==> config.mk <==
export PLATFORM = sky130hd
export DESIGN_NAME = eth_rx_frame_ctrl
export DESIGN_NICKNAME = d
export VERILOG_FILES = /design/src/rtl/eth_rx_frame_ctrl_pkg.sv /design/src/rtl/eth_rx_frame_ctrl_crc32.sv /design/src/rtl/eth_rx_frame_ctrl.sv
export SDC_FILE = /design/constraint.sdc
export NUM_CORES = 1
export LEC_CHECK = 0
export CAP_MARGIN = 10
export CORE_MARGIN = 4
export CORE_UTILIZATION = 60
export CTS_BUF_LIST = sky130_fd_sc_hd__clkbuf_16
export CTS_CLUSTER_SIZE = 24
export DETAILED_ROUTE_END_ITERATION = 8
export HOLD_SLACK_MARGIN = 0.02
export PLACE_DENSITY_LB_ADDON = 0.25
export RECOVER_POWER = 25
export SYNTH_ARGS = -nofsm -noshare
export SYNTH_HDL_FRONTEND = slang
export SYNTH_SLANG_ARGS = --single-unit
export TNS_END_PERCENT = 1
==> constraint.sdc <==
create_clock -name clk -period 10.1 [get_ports clk]
set_clock_uncertainty 0.15 [all_clocks]
set_input_delay 1.01 -clock clk [delete_from_list [all_inputs] [get_ports clk]]
set_output_delay 1.01 -clock clk [all_outputs]
set_load 0.05 [all_outputs]
==> src/rtl/eth_rx_frame_ctrl_pkg.sv <==
// Shared types and constants for the per-port Ethernet ingress frame controller.
package eth_rx_frame_ctrl_pkg;

  typedef enum logic [2:0] {
    IDLE          = 3'd0,
    PARSE_ADDR    = 3'd1,
    GET_LENGTH    = 3'd2,
    PAYLOAD       = 3'd3,
    FCS_CHECK     = 3'd4,
    MAC_LEARN     = 3'd5,
    OUT_SEND      = 3'd6,
    DELETE_PACKET = 3'd7
  } RX_STATE_t;

  localparam int          MAC_W         = 48;
  localparam int          NUM_OF_PORTS  = 8;
  localparam int          PORT_W        = $clog2(NUM_OF_PORTS);
  localparam int          ETH_MIN_LEN   = 64;
  localparam int          ETH_MAX_LEN   = 1518;
  localparam logic [31:0] CRC32_POLY    = 32'hEDB88320;
  localparam logic [31:0] CRC32_INIT    = 32'hFFFFFFFF;
  localparam logic [31:0] CRC32_RESIDUE = 32'hDEBB20E3;

  // 16-bit add that sticks at 0xFFFF instead of wrapping.
  function automatic logic [15:0] sat_add16(input logic [15:0] a, input logic [1:0] b);
    logic [16:0] s;
    s = {1'b0, a} + {15'd0, b};
    if (s[16]) begin
      return 16'hFFFF;
    end else begin
      return s[15:0];
    end
  endfunction

endpackage

==> src/rtl/eth_rx_frame_ctrl_crc32.sv <==
// Byte-wide next-state function of the reflected Ethernet CRC-32 (LSB first).
module eth_crc32_d8
  import eth_rx_frame_ctrl_pkg::*;
(
  input  logic [31:0] crc_in,
  input  logic [7:0]  data,
  output logic [31:0] crc_out
);

  // Eight serial LFSR steps unrolled into one combinational byte update.
  always_comb begin
    crc_out = crc_in ^ {24'h000000, data};
    for (int i = 0; i < 8; i++) begin
      if (crc_out[0]) begin
        crc_out = {1'b0, crc_out[31:1]} ^ CRC32_POLY;
      end else begin
        crc_out = {1'b0, crc_out[31:1]};
      end
    end
  end

endmodule

==> src/rtl/eth_rx_frame_ctrl.sv <==
// Per-port ingress frame controller: buffers MAC bytes, parses the header,
// validates FCS/length/overflow, then learns+commits good frames or rewinds bad ones.
module eth_rx_frame_ctrl
  import eth_rx_frame_ctrl_pkg::*;
#(
  parameter logic [PORT_W-1:0] PORT_ID       = {PORT_W{1'b0}},
  parameter int                BUF_ADDR_W    = 11,
  parameter int                MIN_FRAME_LEN = ETH_MIN_LEN,
  parameter int                MAX_FRAME_LEN = ETH_MAX_LEN,
  parameter bit                FCS_STRIP     = 1'b1
) (
  input  logic                  clk,
  input  logic                  rst_n,
  input  logic                  rx_valid,
  input  logic [7:0]            rx_data,
  input  logic                  rx_last,
  input  logic                  rx_err,
  input  logic [BUF_ADDR_W:0]   buf_free,
  output logic                  buf_wr_en,
  output logic [BUF_ADDR_W-1:0] buf_wr_addr,
  output logic [7:0]            buf_wr_data,
  output logic                  learn_valid,
  output logic [MAC_W-1:0]      learn_mac,
  output logic [PORT_W-1:0]     learn_port,
  output logic                  commit_valid,
  input  logic                  commit_ready,
  output logic [BUF_ADDR_W-1:0] commit_start,
  output logic [15:0]           commit_len,
  output logic [MAC_W-1:0]      commit_dst,
  output logic [15:0]           commit_type,
  output logic                  drop_pulse,
  output logic [15:0]           drop_cnt,
  output RX_STATE_t             state
);

  localparam logic [15:0] MIN_LEN   = 16'(MIN_FRAME_LEN);
  localparam logic [15:0] MAX_LEN   = 16'(MAX_FRAME_LEN);
  localparam logic [15:0] FCS_BYTES = 16'd4;

  RX_STATE_t             state_r, state_nxt_s;
  logic [BUF_ADDR_W-1:0] wr_ptr_r, frame_start_r;
  logic [15:0]           len_r, commit_len_s;
  logic [31:0]           crc_r, crc_nxt_s;
  logic [MAC_W-1:0]      dst_r, src_r;
  logic [15:0]           type_r;
  logic                  err_r, ovf_r, short_r, skip_r;
  logic                  in_frame_s, post_s, accept_s, ovf_hit_s, wr_en_s;
  logic                  skip_byte_s, skip_drop_s;
  logic                  frame_bad_s, frame_drop_s, frame_pass_s;

  logic                  buf_wr_en_r, learn_valid_r, commit_valid_r, drop_pulse_r;
  logic [BUF_ADDR_W-1:0] buf_wr_addr_r, commit_start_r;
  logic [7:0]            buf_wr_data_r;
  logic [MAC_W-1:0]      learn_mac_r, commit_dst_r;
  logic [PORT_W-1:0]     learn_port_r;
  logic [15:0]           commit_len_r, commit_type_r, drop_cnt_r;

  eth_crc32_d8 u_crc (
    .crc_in  (crc_r),
    .data    (rx_data),
    .crc_out (crc_nxt_s)
  );

  // IDLE only starts a frame when not still discarding a gap-violating burst.
  assign in_frame_s  = (state_r inside {PARSE_ADDR, GET_LENGTH, PAYLOAD}) ||
                       ((state_r == IDLE) && !skip_r);
  assign post_s      = state_r inside {FCS_CHECK, MAC_LEARN, OUT_SEND, DELETE_PACKET};
  assign accept_s    = rx_valid && in_frame_s;
  assign ovf_hit_s   = accept_s && (ovf_r || (32'(len_r) >= 32'(buf_free)));
  assign wr_en_s     = accept_s && !ovf_hit_s;
  assign skip_byte_s = rx_valid && (post_s || ((state_r == IDLE) && skip_r));
  assign skip_drop_s = skip_byte_s && rx_last;

  assign frame_bad_s  = (crc_r != CRC32_RESIDUE) || err_r || ovf_r || short_r ||
                        (len_r < MIN_LEN) || (len_r > MAX_LEN);
  assign frame_drop_s = (state_r == FCS_CHECK) && frame_bad_s;
  assign frame_pass_s = (state_r == FCS_CHECK) && !frame_bad_s;
  assign commit_len_s = FCS_STRIP ? (len_r - FCS_BYTES) : len_r;

  // Receive/verdict state register.
  always_ff @(posedge clk or negedge rst_n) begin
    if (!rst_n) begin
      state_r <= IDLE;
    end else begin
      state_r <= state_nxt_s;
    end
  end

  // Next-state decode; byte index within the frame is the running length.
  always_comb begin
    state_nxt_s = state_r;
    case (state_r)
      IDLE: begin
        if (accept_s) begin
          state_nxt_s = rx_last ? FCS_CHECK : PARSE_ADDR;
        end else begin
          state_nxt_s = IDLE;
        end
      end
      PARSE_ADDR: begin
        if (accept_s && rx_last) begin
          state_nxt_s = FCS_CHECK;
        end else if (accept_s && (len_r == 16'd11)) begin
          state_nxt_s = GET_LENGTH;
        end else begin
          state_nxt_s = PARSE_ADDR;
        end
      end
      GET_LENGTH: begin
        if (accept_s && rx_last) begin
          state_nxt_s = FCS_CHECK;
        end else if (accept_s && (len_r == 16'd13)) begin
          state_nxt_s = PAYLOAD;
        end else begin
          state_nxt_s = GET_LENGTH;
        end
      end
      PAYLOAD: begin
        if (accept_s && rx_last) begin
          state_nxt_s = FCS_CHECK;
        end else begin
          state_nxt_s = PAYLOAD;
        end
      end
      FCS_CHECK:     state_nxt_s = frame_bad_s ? DELETE_PACKET : MAC_LEARN;
      MAC_LEARN:     state_nxt_s = OUT_SEND;
      OUT_SEND: begin
        if (commit_ready) begin
          state_nxt_s = IDLE;
        end else begin
          state_nxt_s = OUT_SEND;
        end
      end
      DELETE_PACKET: state_nxt_s = IDLE;
      default:       state_nxt_s = IDLE;
    endcase
  end

  // Write pointer: advance per written byte, rewind on drop, trim FCS on pass.
  always_ff @(posedge clk or negedge rst_n) begin
    if (!rst_n) begin
      wr_ptr_r <= {BUF_ADDR_W{1'b0}};
    end else if (wr_en_s) begin
      wr_ptr_r <= wr_ptr_r + {{(BUF_ADDR_W-1){1'b0}}, 1'b1};
    end else if (frame_drop_s) begin
      wr_ptr_r <= frame_start_r;
    end else if (frame_pass_s && FCS_STRIP) begin
      wr_ptr_r <= frame_start_r + commit_len_s[BUF_ADDR_W-1:0];
    end
  end

  // Per-frame accumulation; every consumer samples it on the FCS_CHECK edge, so it clears there.
  always_ff @(posedge clk or negedge rst_n) begin
    if (!rst_n) begin
      frame_start_r <= {BUF_ADDR_W{1'b0}};
      len_r         <= 16'd0;
      crc_r         <= CRC32_INIT;
      err_r         <= 1'b0;
      ovf_r         <= 1'b0;
      short_r       <= 1'b0;
      dst_r         <= {MAC_W{1'b0}};
      src_r         <= {MAC_W{1'b0}};
      type_r        <= 16'd0;
    end else if (accept_s) begin
      if (state_r == IDLE) begin
        frame_start_r <= wr_ptr_r;
      end
      len_r   <= sat_add16(len_r, 2'd1);
      crc_r   <= crc_nxt_s;
      err_r   <= err_r | rx_err;
      ovf_r   <= ovf_r | ovf_hit_s;
      short_r <= short_r | (rx_last && (len_r < 16'd13));
      if (len_r < 16'd6) begin
        dst_r <= {dst_r[MAC_W-9:0], rx_data};
      end else if (len_r < 16'd12) begin
        src_r <= {src_r[MAC_W-9:0], rx_data};
      end else if (len_r < 16'd14) begin
        type_r <= {type_r[7:0], rx_data};
      end
    end else if (state_r == FCS_CHECK) begin
      len_r   <= 16'd0;
      crc_r   <= CRC32_INIT;
      err_r   <= 1'b0;
      ovf_r   <= 1'b0;
      short_r <= 1'b0;
    end
  end

  // Discard bytes that violate the inter-frame gap up to their rx_last.
  always_ff @(posedge clk or negedge rst_n) begin
    if (!rst_n) begin
      skip_r <= 1'b0;
    end else if (skip_byte_s) begin
      skip_r <= !rx_last;
    end
  end

  // Buffer write port, one cycle behind the accepted byte.
  always_ff @(posedge clk or negedge rst_n) begin
    if (!rst_n) begin
      buf_wr_en_r   <= 1'b0;
      buf_wr_addr_r <= {BUF_ADDR_W{1'b0}};
      buf_wr_data_r <= 8'd0;
    end else begin
      buf_wr_en_r <= wr_en_s;
      if (wr_en_s) begin
        buf_wr_addr_r <= wr_ptr_r;
        buf_wr_data_r <= rx_data;
      end
    end
  end

  // Learn pulse and commit handshake; commit data is frozen from the pass verdict on.
  always_ff @(posedge clk or negedge rst_n) begin
    if (!rst_n) begin
      learn_valid_r  <= 1'b0;
      learn_mac_r    <= {MAC_W{1'b0}};
      learn_port_r   <= {PORT_W{1'b0}};
      commit_valid_r <= 1'b0;
      commit_start_r <= {BUF_ADDR_W{1'b0}};
      commit_len_r   <= 16'd0;
      commit_dst_r   <= {MAC_W{1'b0}};
      commit_type_r  <= 16'd0;
    end else begin
      learn_valid_r <= frame_pass_s && !src_r[40];
      if (frame_pass_s) begin
        learn_mac_r    <= src_r;
        learn_port_r   <= PORT_ID;
        commit_start_r <= frame_start_r;
        commit_len_r   <= commit_len_s;
        commit_dst_r   <= dst_r;
        commit_type_r  <= type_r;
      end
      if (state_r == MAC_LEARN) begin
        commit_valid_r <= 1'b1;
      end else if ((state_r == OUT_SEND) && commit_ready) begin
        commit_valid_r <= 1'b0;
      end
    end
  end

  // Drop accounting; a rejected frame and a gap-violation burst may end together.
  always_ff @(posedge clk or negedge rst_n) begin
    if (!rst_n) begin
      drop_pulse_r <= 1'b0;
      drop_cnt_r   <= 16'd0;
    end else begin
      drop_pulse_r <= frame_drop_s | skip_drop_s;
      drop_cnt_r   <= sat_add16(drop_cnt_r, 2'({1'b0, frame_drop_s}) + 2'({1'b0, skip_drop_s}));
    end
  end

  assign buf_wr_en    = buf_wr_en_r;
  assign buf_wr_addr  = buf_wr_addr_r;
  assign buf_wr_data  = buf_wr_data_r;
  assign learn_valid  = learn_valid_r;
  assign learn_mac    = learn_mac_r;
  assign learn_port   = learn_port_r;
  assign commit_valid = commit_valid_r;
  assign commit_start = commit_start_r;
  assign commit_len   = commit_len_r;
  assign commit_dst   = commit_dst_r;
  assign commit_type  = commit_type_r;
  assign drop_pulse   = drop_pulse_r;
  assign drop_cnt     = drop_cnt_r;
  assign state        = state_r;

endmodule

==> Flow_metrics.wiki <==
{| class="wikitable"
! Metric !! Value
|-
| Run status || complete, but fails checks
|-
| Violated checks || capacitance limit, slew limit
|-
| Sum of buffers and inverters on the critical path || 2
|-
| Total number of H-tree levels || 2
|-
| IO buf count || 206
|-
| Final antenna diode count || 0
|-
| Top achievable clock speed || 0.194 GHz
|-
| Area of the core || 27300 um2
|-
| Met3 wirelength from detailed routing || 2.09 mm
|-
| Power density over the cells || 289 nW/um2
|-
| Worst-margin pin slew || 4050 ps
|-
| Count of flip-flops with a built-in enable after synthesis || 0
|-
| Async SR Flop Fraction || 100%
|-
| Setup repair after global routing missed its margin || false
|-
| Global Route Usage Sum || 24.6%
|-
| Period utilisation layout || 51.1%
|-
| Post-CTS clock slew at the launch and capture registers of the worst setup and hold paths || 60 ps
|-
| CTS Buf Count || 39
|-
| Die area || 30700 um2
|-
| Final setup viols || 0
|-
| Leak || 9.61 nW
|-
| Post-Layout Cell Count || 1906
|-
| Pin count of the biggest net entering global routing || 132
|-
| Distinct cell type count after synthesis || 68
|-
| Drc violations || 0
|-
| Max Buffers Root-to-Sink || 3
|-
| Sequential share of the synthesized area || 55.0%
|-
| Number of antenna violations at the first check in global routing || 1
|-
| Clock tree from TritonCTS || built
|-
| DIE HEIGHT || 175 um
|-
| Kind of capture point of the worst setup path || async pin
|-
| Placer's final routability congestion estimate || 0.827
|-
| Max Used Layer || met5
|-
| Path type of the worst min-delay path || reg2reg
|-
| Required time worst endpoint || 9640 ps
|-
| Count of maximum capacitance violations || 3
|-
| Met2 wire length || 18.3 mm
|-
| Vias per inst || 5.70
|-
| Clock Latency Late Sink || 530 ps
|-
| Startpoint of the lowest-slack hold path || src_r[40]
|-
| Category of cells accounting for the largest share of critical-path delay || buffers and inverters
|-
| Layout overhead on the synthesized area || 20.5%
|-
| Startpoint of the most critical register-to-register path || state[0]
|-
| Wire length of the first global-routing pass || 61.3 mm
|-
| Total placed instance area || 19000 um2
|-
| Routed wire length || 37.7 mm
|-
| Post-route total power || 0.00584 W
|-
| Cell Area, Synth || 16800 um2
|-
| Drt first-iter violations || 711
|-
| Setup TNS || 0 ps
|-
| Worst IR drop on VDD || 0.000235 V
|-
| Initial core utilization || 61.5%
|-
| I/O Pins || 210
|-
| Detail Route Antenna Nets || 0
|-
| Number of instances resized during post-cts repair || 0
|-
| Synth Register Bits || 367
|-
| Gate count of the mapped netlist || 1311
|-
| Placed Cells incl. Taps || 1835
|-
| Crit path cell chain || buf_8 -> clkbuf_1
|-
| Width of the die || 175 um
|-
| Crit path launch type || input pin
|-
| Slew HR || -170%
|-
| Average wire per cell in the routed design || 19.8 um
|-
| Post-route cell area || 20200 um2
|-
| Sum of routed wire segments on met1 || 16.5 mm
|-
| Detailed placer's ending HPWL || 25.1 mm
|-
| Average size of a mapped cell || 12.8 um2
|-
| Yosys warnings || 0
|-
| Global-route congestion overflow total || 0
|-
| Max Slew Vio Count || 229
|-
| First-pass iteration count of the detailed router || 5
|-
| Count of hold buffers inserted by post-cts repair || 0
|-
| Standard-cell row count || 60
|-
| Final hold violation count || 0
|-
| Crit-path slowest cell || clkbuf_1
|-
| Vias in the first global route || 11.1k
|-
| Fraction of final layout cells with drive strength greater than 1 || 23.1%
|-
| Worst path arrival time || 4700 ps
|-
| Vias after detailed routing || 10.9k
|-
| Sink count of the clock tree || 367
|-
| Largest fanout on the critical path || 131
|-
| Stage delay of the slowest cell on the critical path || 2910 ps
|-
| Flip-flop cell with the highest count after synthesis || dfrtp_1
|-
| Post-layout min period || 5160 ps
|-
| Type of the worst setup path || in2async
|-
| Final net count || 1563
|-
| Count of buffers added by post-CTS timing repair for setup || 0
|-
| Clk root buf || clkbuf_16
|-
| Crit path launch || rst_n
|}
-- worst reg2reg max path: stages (launching register included) --
cell	delay [ps]
dfrtp_1	510
nor2_1	160
a21oi_1	240
and2_2	170
clkbuf_1	2020
nand3_1	600
nor2_1	330
nand3_1	400
o21ai_0	240
-- layer usage --
metal / global-route usage (%) / vias up
li1: - / 5005
met1: 34.5 / 5488
met2: 40.3 / 305
met3: 4.54 / 60
met4: 5.99 / 2
met5: 0 / -
-- through the flow --
stage	hold slack (ps)	worst slack (ps)	utilization, %
after detailed placement	305	5440	69.8
after global routing	335	3860	74.2
final	317	4940	74.2
after floorplan	270	6480	-
after CTS	311	5960	74.2
after global placement	294	5550	69.8
-- logic make-up after synthesis --
group	count (synthesis)	synth area share (%)
and+or+nand+nor	312	9.19
DFF	367	55.0
AOI/OAI and AO/OA	147	5.39
muxes	260	19.7
adders and majority gates	33	2.55
buffers and inverters	96	2.90
xor gates and xnor gates	95	5.23
other	1	0.0224
-- worst paths after layout --
check | end | slack [ps] | cells after the start
worst max-delay path | src_r[5] | 4940 | 2
worst min-delay path | learn_valid | 320 | 1
worst max register to register | len_r[3] | 5180 | 8
worst min register to register | learn_valid | 320 | 1
max in group clk | len_r[3] | 5000 | 7
min in group asynchronous | src_r[45] | 450 | 1
-- flip-flops by register name, indices dropped and copies added, names as in the netlist, 3 cells and up --
signal / flops
buf_wr_addr: 11
buf_wr_data: 8
commit_dst: 48
commit_len: 16
commit_start: 11
commit_type: 16
crc_r: 32
drop_cnt: 16
dst_r: 48
frame_start_r: 11
learn_mac: 48
len_r: 16
src_r: 48
state: 3
type_r: 16
wr_ptr_r: 11
-- power by group --
group	leakage, nW	switching [W]	internal (W)
Clock	0.623	0.000576	0.000771
Sequential	4.74	0.000372	0.00190
Combinational	4.25	0.00123	0.000993
-- layout make-up --
cell class	instances	area [um2]
clock inverter	31	204
timing repair buffer	217	2130
sequential	367	9220
inverter	29	109
multi-input combinational	850	7070
tap	372	465
clock buffer	40	1000
fill	1797	7040
-- cells in the final DEF (no fill, tap or decap), drive strengths merged, types with 31 or more instances in the layout --
master,n
a21oi,51
clkbuf,45
clkdlybuf4s50,203
dfrtp,335
dfstp,32
ha,31
inv,38
mux2,256
nand2,125
nor2,35
nor3,42
o21ai,39
xnor2,58
xor2,37
-- Yosys cell counts, types with 7 or more instances --
master	n	area (um2)
a21o_1	7	52.6
nand4_1	12	75.1
and3_1	13	81.3
buf_4	7	52.6
inv_1	28	105
nor2_1	35	131
mux2_2	144	1620
nand3_1	29	145
buf_6	11	124
xnor2_1	53	464
xor2_1	36	315
a21oi_1	51	255
nor3_1	42	210
ha_1	31	388
clkbuf_1	32	120
and2_1	12	75.1
mux2_4	102	1530
dfrtp_1	335	8380
mux2_1	10	113
buf_2	13	65.1
nand2_1	124	465
o21ai_0	38	190
dfstp_2	32	841
(Power assumes the default switching activity.)
